**config.mk**
```make
export PLATFORM = sky130hd
export DESIGN_NAME = mac_row_sequencer
export DESIGN_NICKNAME = d
export VERILOG_FILES = /design/src/rtl/mac_row_sequencer_pkg.sv /design/src/rtl/mac_row_sequencer.sv
export SDC_FILE = /design/constraint.sdc
export NUM_CORES = 1
export LEC_CHECK = 0
export BUFFER_PORTS_ARGS = -buffer_cell sky130_fd_sc_hd__buf_2
export CORE_ASPECT_RATIO = 0.7
export CORE_MARGIN = 8
export CORE_UTILIZATION = 35
export CTS_BUF_LIST = sky130_fd_sc_hd__clkbuf_16
export CTS_CLUSTER_SIZE = 20
export DETAILED_ROUTE_END_ITERATION = 10
export PLACE_DENSITY = 0.64
export SKIP_LAST_GASP = 1
export SLEW_MARGIN = 20
export SYNTH_ARGS = -nofsm -noshare
export SYNTH_HDL_FRONTEND = slang
export SYNTH_SLANG_ARGS = --single-unit
```
**constraint.sdc**
```tcl
create_clock -name clk -period 3.8 [get_ports clk]
set_clock_uncertainty 0.2 [all_clocks]
set_input_delay 0.38 -clock clk [delete_from_list [all_inputs] [get_ports clk]]
set_output_delay 0.38 -clock clk [all_outputs]
set_load 0.005 [all_outputs]
```
**src/rtl/mac_row_sequencer_pkg.sv**
```systemverilog
// Shared select codes, product width and FSM encoding for the conv-pixel MAC sequencer.
package mac_row_sequencer_pkg;

  localparam int PROD_W = 16;

  localparam logic [1:0] SEL_IDLE = 2'b00;
  localparam logic [1:0] SEL_TAP0 = 2'b01;
  localparam logic [1:0] SEL_TAP1 = 2'b10;
  localparam logic [1:0] SEL_TAP2 = 2'b11;

  typedef enum logic [1:0] {
    ST_IDLE = 2'b00,
    ST_MAC  = 2'b01,
    ST_WAIT = 2'b10,
    ST_DONE = 2'b11
  } state_t;

  // The mux encodes tap n as n+1 so that 2'b00 can mean "nothing selected".
  function automatic logic [1:0] tap_to_sel(input logic [1:0] tap);
    return tap + 2'd1;
  endfunction

endpackage

```
**src/rtl/mac_row_sequencer.sv**
```systemverilog
// Drives the mult_mux tap select row by row and accumulates the returned products
// into one ROWS x 3 dot product, handed downstream with a valid/ready handshake.
module mac_row_sequencer
  import mac_row_sequencer_pkg::*;
#(
  parameter int ROWS  = 3,
  parameter int ACC_W = 20
) (
  input  logic              clk,
  input  logic              rst_n,
  input  logic              clear,
  input  logic              in_valid,
  output logic              in_ready,
  output logic [1:0]        sel,
  input  logic [PROD_W-1:0] product,
  output logic              out_valid,
  input  logic              out_ready,
  output logic [ACC_W-1:0]  acc_out
);

  localparam int ROW_W = (ROWS > 1) ? $clog2(ROWS) : 1;
  localparam logic [ROW_W-1:0] LAST_ROW = ROW_W'(ROWS - 1);

  state_t             r_state, w_state_nxt;
  logic [1:0]         r_tap, w_tap_nxt;
  logic [ROW_W-1:0]   r_row, w_row_nxt;
  logic [ACC_W-1:0]   r_acc, w_acc_nxt;
  logic [1:0]         r_sel, w_sel_nxt;
  logic               r_out_valid, w_out_valid_nxt;
  logic [ACC_W-1:0]   r_acc_out, w_acc_out_nxt;
  logic [ACC_W-1:0]   w_sum;
  logic               w_in_ready;

  // Product is unsigned; zero-extend before adding. Only used while in MAC (sel != 00).
  assign w_sum      = r_acc + {{(ACC_W-PROD_W){1'b0}}, product};
  assign w_in_ready = (r_state == ST_MAC) && (r_tap == 2'd2);

  always_ff @(posedge clk or negedge rst_n) begin
    if (!rst_n) begin
      r_state     <= ST_IDLE;
      r_tap       <= 2'd0;
      r_row       <= '0;
      r_acc       <= '0;
      r_sel       <= SEL_IDLE;
      r_out_valid <= 1'b0;
      r_acc_out   <= '0;
    end else begin
      r_state     <= w_state_nxt;
      r_tap       <= w_tap_nxt;
      r_row       <= w_row_nxt;
      r_acc       <= w_acc_nxt;
      r_sel       <= w_sel_nxt;
      r_out_valid <= w_out_valid_nxt;
      r_acc_out   <= w_acc_out_nxt;
    end
  end

  always_comb begin
    w_state_nxt     = r_state;
    w_tap_nxt       = r_tap;
    w_row_nxt       = r_row;
    w_acc_nxt       = r_acc;
    w_sel_nxt       = r_sel;
    w_out_valid_nxt = r_out_valid;
    w_acc_out_nxt   = r_acc_out;

    if (clear) begin
      // Abort drops any partial frame and any unaccepted result.
      w_state_nxt     = ST_IDLE;
      w_tap_nxt       = 2'd0;
      w_row_nxt       = '0;
      w_acc_nxt       = '0;
      w_sel_nxt       = SEL_IDLE;
      w_out_valid_nxt = 1'b0;
    end else begin
      unique case (r_state)
        ST_IDLE: begin
          if (in_valid) begin
            w_acc_nxt   = '0;
            w_row_nxt   = '0;
            w_tap_nxt   = 2'd0;
            w_sel_nxt   = SEL_TAP0;
            w_state_nxt = ST_MAC;
          end
        end
        ST_MAC: begin
          w_acc_nxt = w_sum;
          if (r_tap != 2'd2) begin
            w_tap_nxt = r_tap + 2'd1;
            w_sel_nxt = tap_to_sel(r_tap + 2'd1);
          end else if (r_row == LAST_ROW) begin
            w_tap_nxt       = 2'd0;
            w_acc_out_nxt   = w_sum;
            w_out_valid_nxt = 1'b1;
            w_sel_nxt       = SEL_IDLE;
            w_state_nxt     = ST_DONE;
          end else begin
            w_tap_nxt = 2'd0;
            w_row_nxt = r_row + ROW_W'(1);
            // A next row already waiting starts without a bubble cycle.
            if (in_valid) begin
              w_sel_nxt = SEL_TAP0;
            end else begin
              w_sel_nxt   = SEL_IDLE;
              w_state_nxt = ST_WAIT;
            end
          end
        end
        ST_WAIT: begin
          if (in_valid) begin
            w_tap_nxt   = 2'd0;
            w_sel_nxt   = SEL_TAP0;
            w_state_nxt = ST_MAC;
          end
        end
        ST_DONE: begin
          if (out_ready) begin
            w_out_valid_nxt = 1'b0;
            w_state_nxt     = ST_IDLE;
          end
        end
        default: begin
          w_state_nxt = ST_IDLE;
          w_sel_nxt   = SEL_IDLE;
        end
      endcase
    end
  end

  assign in_ready  = w_in_ready;
  assign sel       = r_sel;
  assign out_valid = r_out_valid;
  assign acc_out   = r_acc_out;

endmodule
```
# Word-level counts from Yosys, hierarchy flattened
# Index checks and enable logic that the tools add are counted.
classes:
  addsub: 4
  eq_ne: 13
  mux: 28
  bitwise: 2
  reduce_logical: 12
op_table:
  columns: ["op", "count"]
  rows:
  - ["2-to-1 mux 20 bit", 2]
  - ["case mux 20 bit (2 select lines)", 1]
  - ["2-to-1 mux 2 bit", 14]
  - ["adder 20 x 16 -> 20 bit", 1]
  - ["AND reduction 4 bit", 4]
  - ["!= test 3 bit, second input constant", 4]
  - ["case mux 2 bit (2 select lines)", 3]
  - ["nonzero test 3 bit", 3]
  - ["equality test 2 bit, second input constant", 4]
  - ["adder 2 x 1 -> 2 bit, second input constant", 3]
  - ["2-to-1 mux 1 bit", 6]
  - ["case mux 2 bit (3 select lines)", 1]
  - ["!= test 4 x 3 -> 1 bit, second input constant", 1]
  - ["AND reduction 2 bit", 2]
  - ["!= test 3 x 1 -> 1 bit, second input constant", 1]
  - ["!= test 3 x 2 -> 1 bit, second input constant", 1]
  - ["equality test 2 x 1 -> 1 bit, second input constant", 1]
  - ["zero test 2 bit", 1]
  - ["!= test 2 bit, second input constant", 1]
  - ["NOT 1 bit", 2]
  - ["case mux 1 bit (2 select lines)", 1]
  - ["OR reduction 2 bit", 1]
  - ["logical AND 1 bit", 1]
word_totals:
  reg_bits: 49
  input_bits: 21
  output_inout_bits: 24
  elab_cells: 66

# Depth between registers and ports, before layout
logic_depth:
  depth_word: 5
  depth_mapped: 9
  mapped_depth_nobuf: 9

# Least setup slack after synthesis
# No wires, ideal clock.
synth_timing:
  path_type: "input -> register"
  start: "input product[0]"
  end: "register r_acc_out[14] (netlist: acc_out[14])"
  arrival_time_ns: 2.091
  required_time_ns: 3.475
  path_slack_ns: 1.385
  stages: 9
  cell_sequence: "ha_1 > inv_1 > fa_1 > nand2b_1 > a21oi_1 > o2111ai_1 > a31oi_2 > xnor2_1 > mux2_2"
synth_via:
  elab_chain_cells: 1
synth_lines:
  columns: ["item", "line", "text"]
  rows:
  - ["start, declared", "mac_row_sequencer.sv:15", "input logic [PROD_W-1:0] product,"]
  - ["adder 20 x 16 -> 20 bit", "mac_row_sequencer.sv:35", "assign w_sum = r_acc + {{(ACC_W-PROD_W){1'b0}}, product};"]
  - ["end signal, assigned", "mac_row_sequencer.sv:54", "r_acc_out <= w_acc_out_nxt;"]
  - ["end, declared", "mac_row_sequencer.sv:30", "logic [ACC_W-1:0] r_acc_out, w_acc_out_nxt;"]
# Every way passes these cells.
# A chain may end at the register's enable or synchronous reset.

# Worst setup path in the final report
layout_timing:
  start: "register r_acc[0]"
  end: "register r_acc_out[14] (netlist: acc_out[14])"
layout_via:
  elab_chain_cells: 1
layout_lines:
  columns: ["item", "line", "text"]
  rows:
  - ["start, declared", "mac_row_sequencer.sv:27", "logic [ACC_W-1:0] r_acc, w_acc_nxt;"]
  - ["start signal, assigned", "mac_row_sequencer.sv:51", "r_acc <= w_acc_nxt;"]
  - ["adder 20 x 16 -> 20 bit", "mac_row_sequencer.sv:35", null]
# Every way passes these cells.

==> results.ini <==
[status]
run_status=finished, violations left
violations=hold timing

[sta]
worst_slack_ns=1.066
fmax_mhz=365.8
finalHoldViolCount=7
tns_ns=0
finalHoldWorstSlack_ns=-0.009001
period_share_pct=71.94
maxSlewHeadroom_pct=36.08
finalSetupViolations=0
rsz0062_at_grt=false
worst_slew_pin_slew_ns=0.9577
fin_crit_ns=2.734
maxSlewViolCount=0

[global_routing]
grt_max_degree=50
grt_pass1_wl_um=11860
grt_pass1_vias=2437
overflow=0
grt_usage_pct=12.44
grt_antenna_before_repair=0

[power]
power_mw=1.188
power_density_nw_per_um2=349.3
power_switching_mw=0.3328
p_int_mw=0.8548
swShare_pct=28.02
power_frac_comb_pct=15.9
seqPwrFrac_pct=45.9
ir_worst_vdd_v=0.0001831
leakage_nw=1.704
clockPowerShare_pct=38.1

[routing]
drtIter0Drc=98
route.detailed.drc=0
ant_nets=0
vias=2406
drtPass1Iterations=4
wl_per_cell_um=15.76
via_per_inst=5.276
wirelength_um=7188

[critical_path]
crit_type=register to register
cp.arrival_ns=2.71
end_kind=register
max_stage_delay_ns=0.39
critPathLaunchType=register
slowest_stage=fa_1
crit_path_max_fanout=5
cp_cell_sequence=ha_1, inv_1, fa_1, nand2b_1, a21oi_1, o2111ai_1, a31oi_2, xnor2_1, mux2_2
required_ns=3.77

[yosys]
synth-compound-area-share_pct=21.54
synthXorXnorAreaFrac_pct=4.768
synth_top_cell_area_share_pct=41.72
synth_seq_cells=49
syn_inst=312
ys.flop_type=dfrtp_1
ys_warn_count=0
ys_seq_area_share_pct=41.72
synth.avg_cell_area_um2=9.420
yosysTopAreaCell=dfrtp_1
synth_top_family_by_area=compound AO/OA/AOI/OAI gates
synth_area_um2=2939
ys_top_cells_by_area=dfrtp_1, ha_1, nand2_1
syn_nets=354
synth-simple-area-share_pct=15.75
synth.mux.area_fraction_pct=2.937
async_flop_share_pct=100.0
ys_types=50
synth_fa_ha_area_share_pct=9.195
synth-edff-count=0

[die]
die_area_um2=11630
core_area_um2=8303
die_w_um=125.5
die_y_um=92.67
rows=28
ios=45
start_util_pct=35.40

[clock_tree]
clkLatencyLatePin_ns=0.29
path_clk_slew_ns=0.07
holdBufCountCts=0
cts_setup_buffers=0
clkSinkCount=49
cts_root_buffer=clkbuf_16
cts_tree=built
ctsHtreeMaxLevel=2
post_cts_resize_count=0
cts_made_buffers=5
cts_buffer_depth=2

[finish]
design_area_um2=3400
final_nets=392
area_delta_synth_final_pct=15.67
multi_input_comb_area_um2=1600
ff_latch_area_um2=1226
fill_cells=836
drive_above_1_share_pct=19.09
antenna_cells=0

[place]
hpwl_um=5162
postPlaceCellArea_um2=3253
io_buffers=44
dp_slack_ns=0.9813
place_congestion=0.8313

[run]
drv_cap=0

[min_path]
hp-class=input port to asynchronous set/reset pin

-- cell usage in the layout (no fill, tap or decap), types with 4 or more instances in the layout --
master / instances
nand2_1: 50
dfrtp_1: 49
buf_2: 44
a21oi_1: 20
o21ai_0: 20
ha_1: 20
inv_1: 14
nand3_1: 11
a22o_1: 11
xnor2_1: 9
nor2_1: 8
xor2_1: 7
nand2b_1: 6
a21o_1: 5
mux2_2: 5
o31ai_1: 5
clkbuf_16: 5
a31oi_1: 4
o211ai_1: 4
-- flip-flops by register name (all words and copies together) (netlist names) --
name / count
sel: 2
r_row: 2
r_tap: 2
r_acc: 20
acc_out: 20
out_valid: 1
r_state: 2
-- per-layer routing --
| metal | vias up | routed length (um) | GRT usage (%) |
|---|---|---|---|
| li1 | 1195 | - | - |
| met1 | 1165 | 3559 | 16.20 |
| met2 | 41 | 3226 | 20.13 |
| met3 | 5 | 336 | 3.155 |
| met4 | 0 | 65 | 3.532 |
| met5 | - | 0 | 0 |
-- power groups by stage --
stage / Combinational [mW] / Sequential [mW] / Clock [mW]
after CTS: 0.190 / 0.545 / 0.461
after floorplan: 0.135 / 0.551 / 0
final: 0.189 / 0.546 / 0.453
after global routing: 0.212 / 0.548 / 0.481
after global placement: 0.185 / 0.555 / 0
after detailed placement: 0.188 / 0.556 / 0
-- cells in the mapped netlist (2+ instances only) --
cell,count
nand2_1,50
dfrtp_1,49
a21oi_1,20
ha_1,20
o21ai_0,20
inv_1,14
clkbuf_1,12
a22o_1,11
nand3_1,11
nor2_1,9
xnor2_1,9
xor2_1,7
nand2b_1,6
a21o_1,5
mux2_2,5
o31ai_1,5
a31oi_1,4
o211ai_1,4
a22oi_1,3
and3_1,3
mux2i_1,3
nor2b_1,3
nor3_1,3
o21a_1,3
and2_1,2
and4_1,2
buf_1,2
buf_4,2
nand4_1,2
or3_1,2
or4_1,2
-- worst max-delay path, delay by kind of cell, from the launching register on --
family	cells	cell delay (ns)
XOR/XNOR	1	0.14
buffers and inverters	1	0.06
flip-flops	1	0.36
multiplexers	1	0.27
adder cells (fa/ha/maj)	2	0.57
AO/OA/AOI/OAI	3	0.84
AND/OR/NAND/NOR	1	0.18
-- path summary, 6_finish.rpt --
check	start	endpoint	slack, ns	cells after the start
worst max-delay path	r_acc[0]$_DFFE_PN0P_	acc_out[14]$_DFFE_PN0P_	1.07	9
worst min-delay path	rst_n	acc_out[0]$_DFFE_PN0P_	-0.009	2
worst max register to register	r_acc[0]$_DFFE_PN0P_	acc_out[14]$_DFFE_PN0P_	1.07	9
worst min register to register	acc_out[3]$_DFFE_PN0P_	acc_out[3]$_DFFE_PN0P_	0.27	2
max in group asynchronous	rst_n	acc_out[12]$_DFFE_PN0P_	2.95	2
min in group clk	out_ready	r_state[0]$_DFFE_PN0P_	0.11	2
-- final cells by class --
class	instances	share of cell area [%]
Clock buffer	5	3.681
Clock inverter	3	0.6257
Tap cell	105	3.865
Multi-Input combinational cell	233	47.07
Timing Repair Buffer	47	7.140
Inverter	14	1.546
Sequential cell	49	36.07
-- cells by family after synthesis --
family	Yosys count
flops	49
fa+ha+maj	21
buf+inv	30
xor+xnor	16
mux	8
simple gates	98
compound gates	90
-- through the flow --
| step | utilization, % | instances |
|---|---|---|
| after floorplan | - | 312 |
| after global placement | 39.18 | 448 |
| after detailed placement | 39.18 | 448 |
| after CTS | 40.94 | 456 |
| after global routing | 40.94 | 456 |
| final | 40.94 | 456 |
No activity file was read; power rests on OpenSTA's default activity.
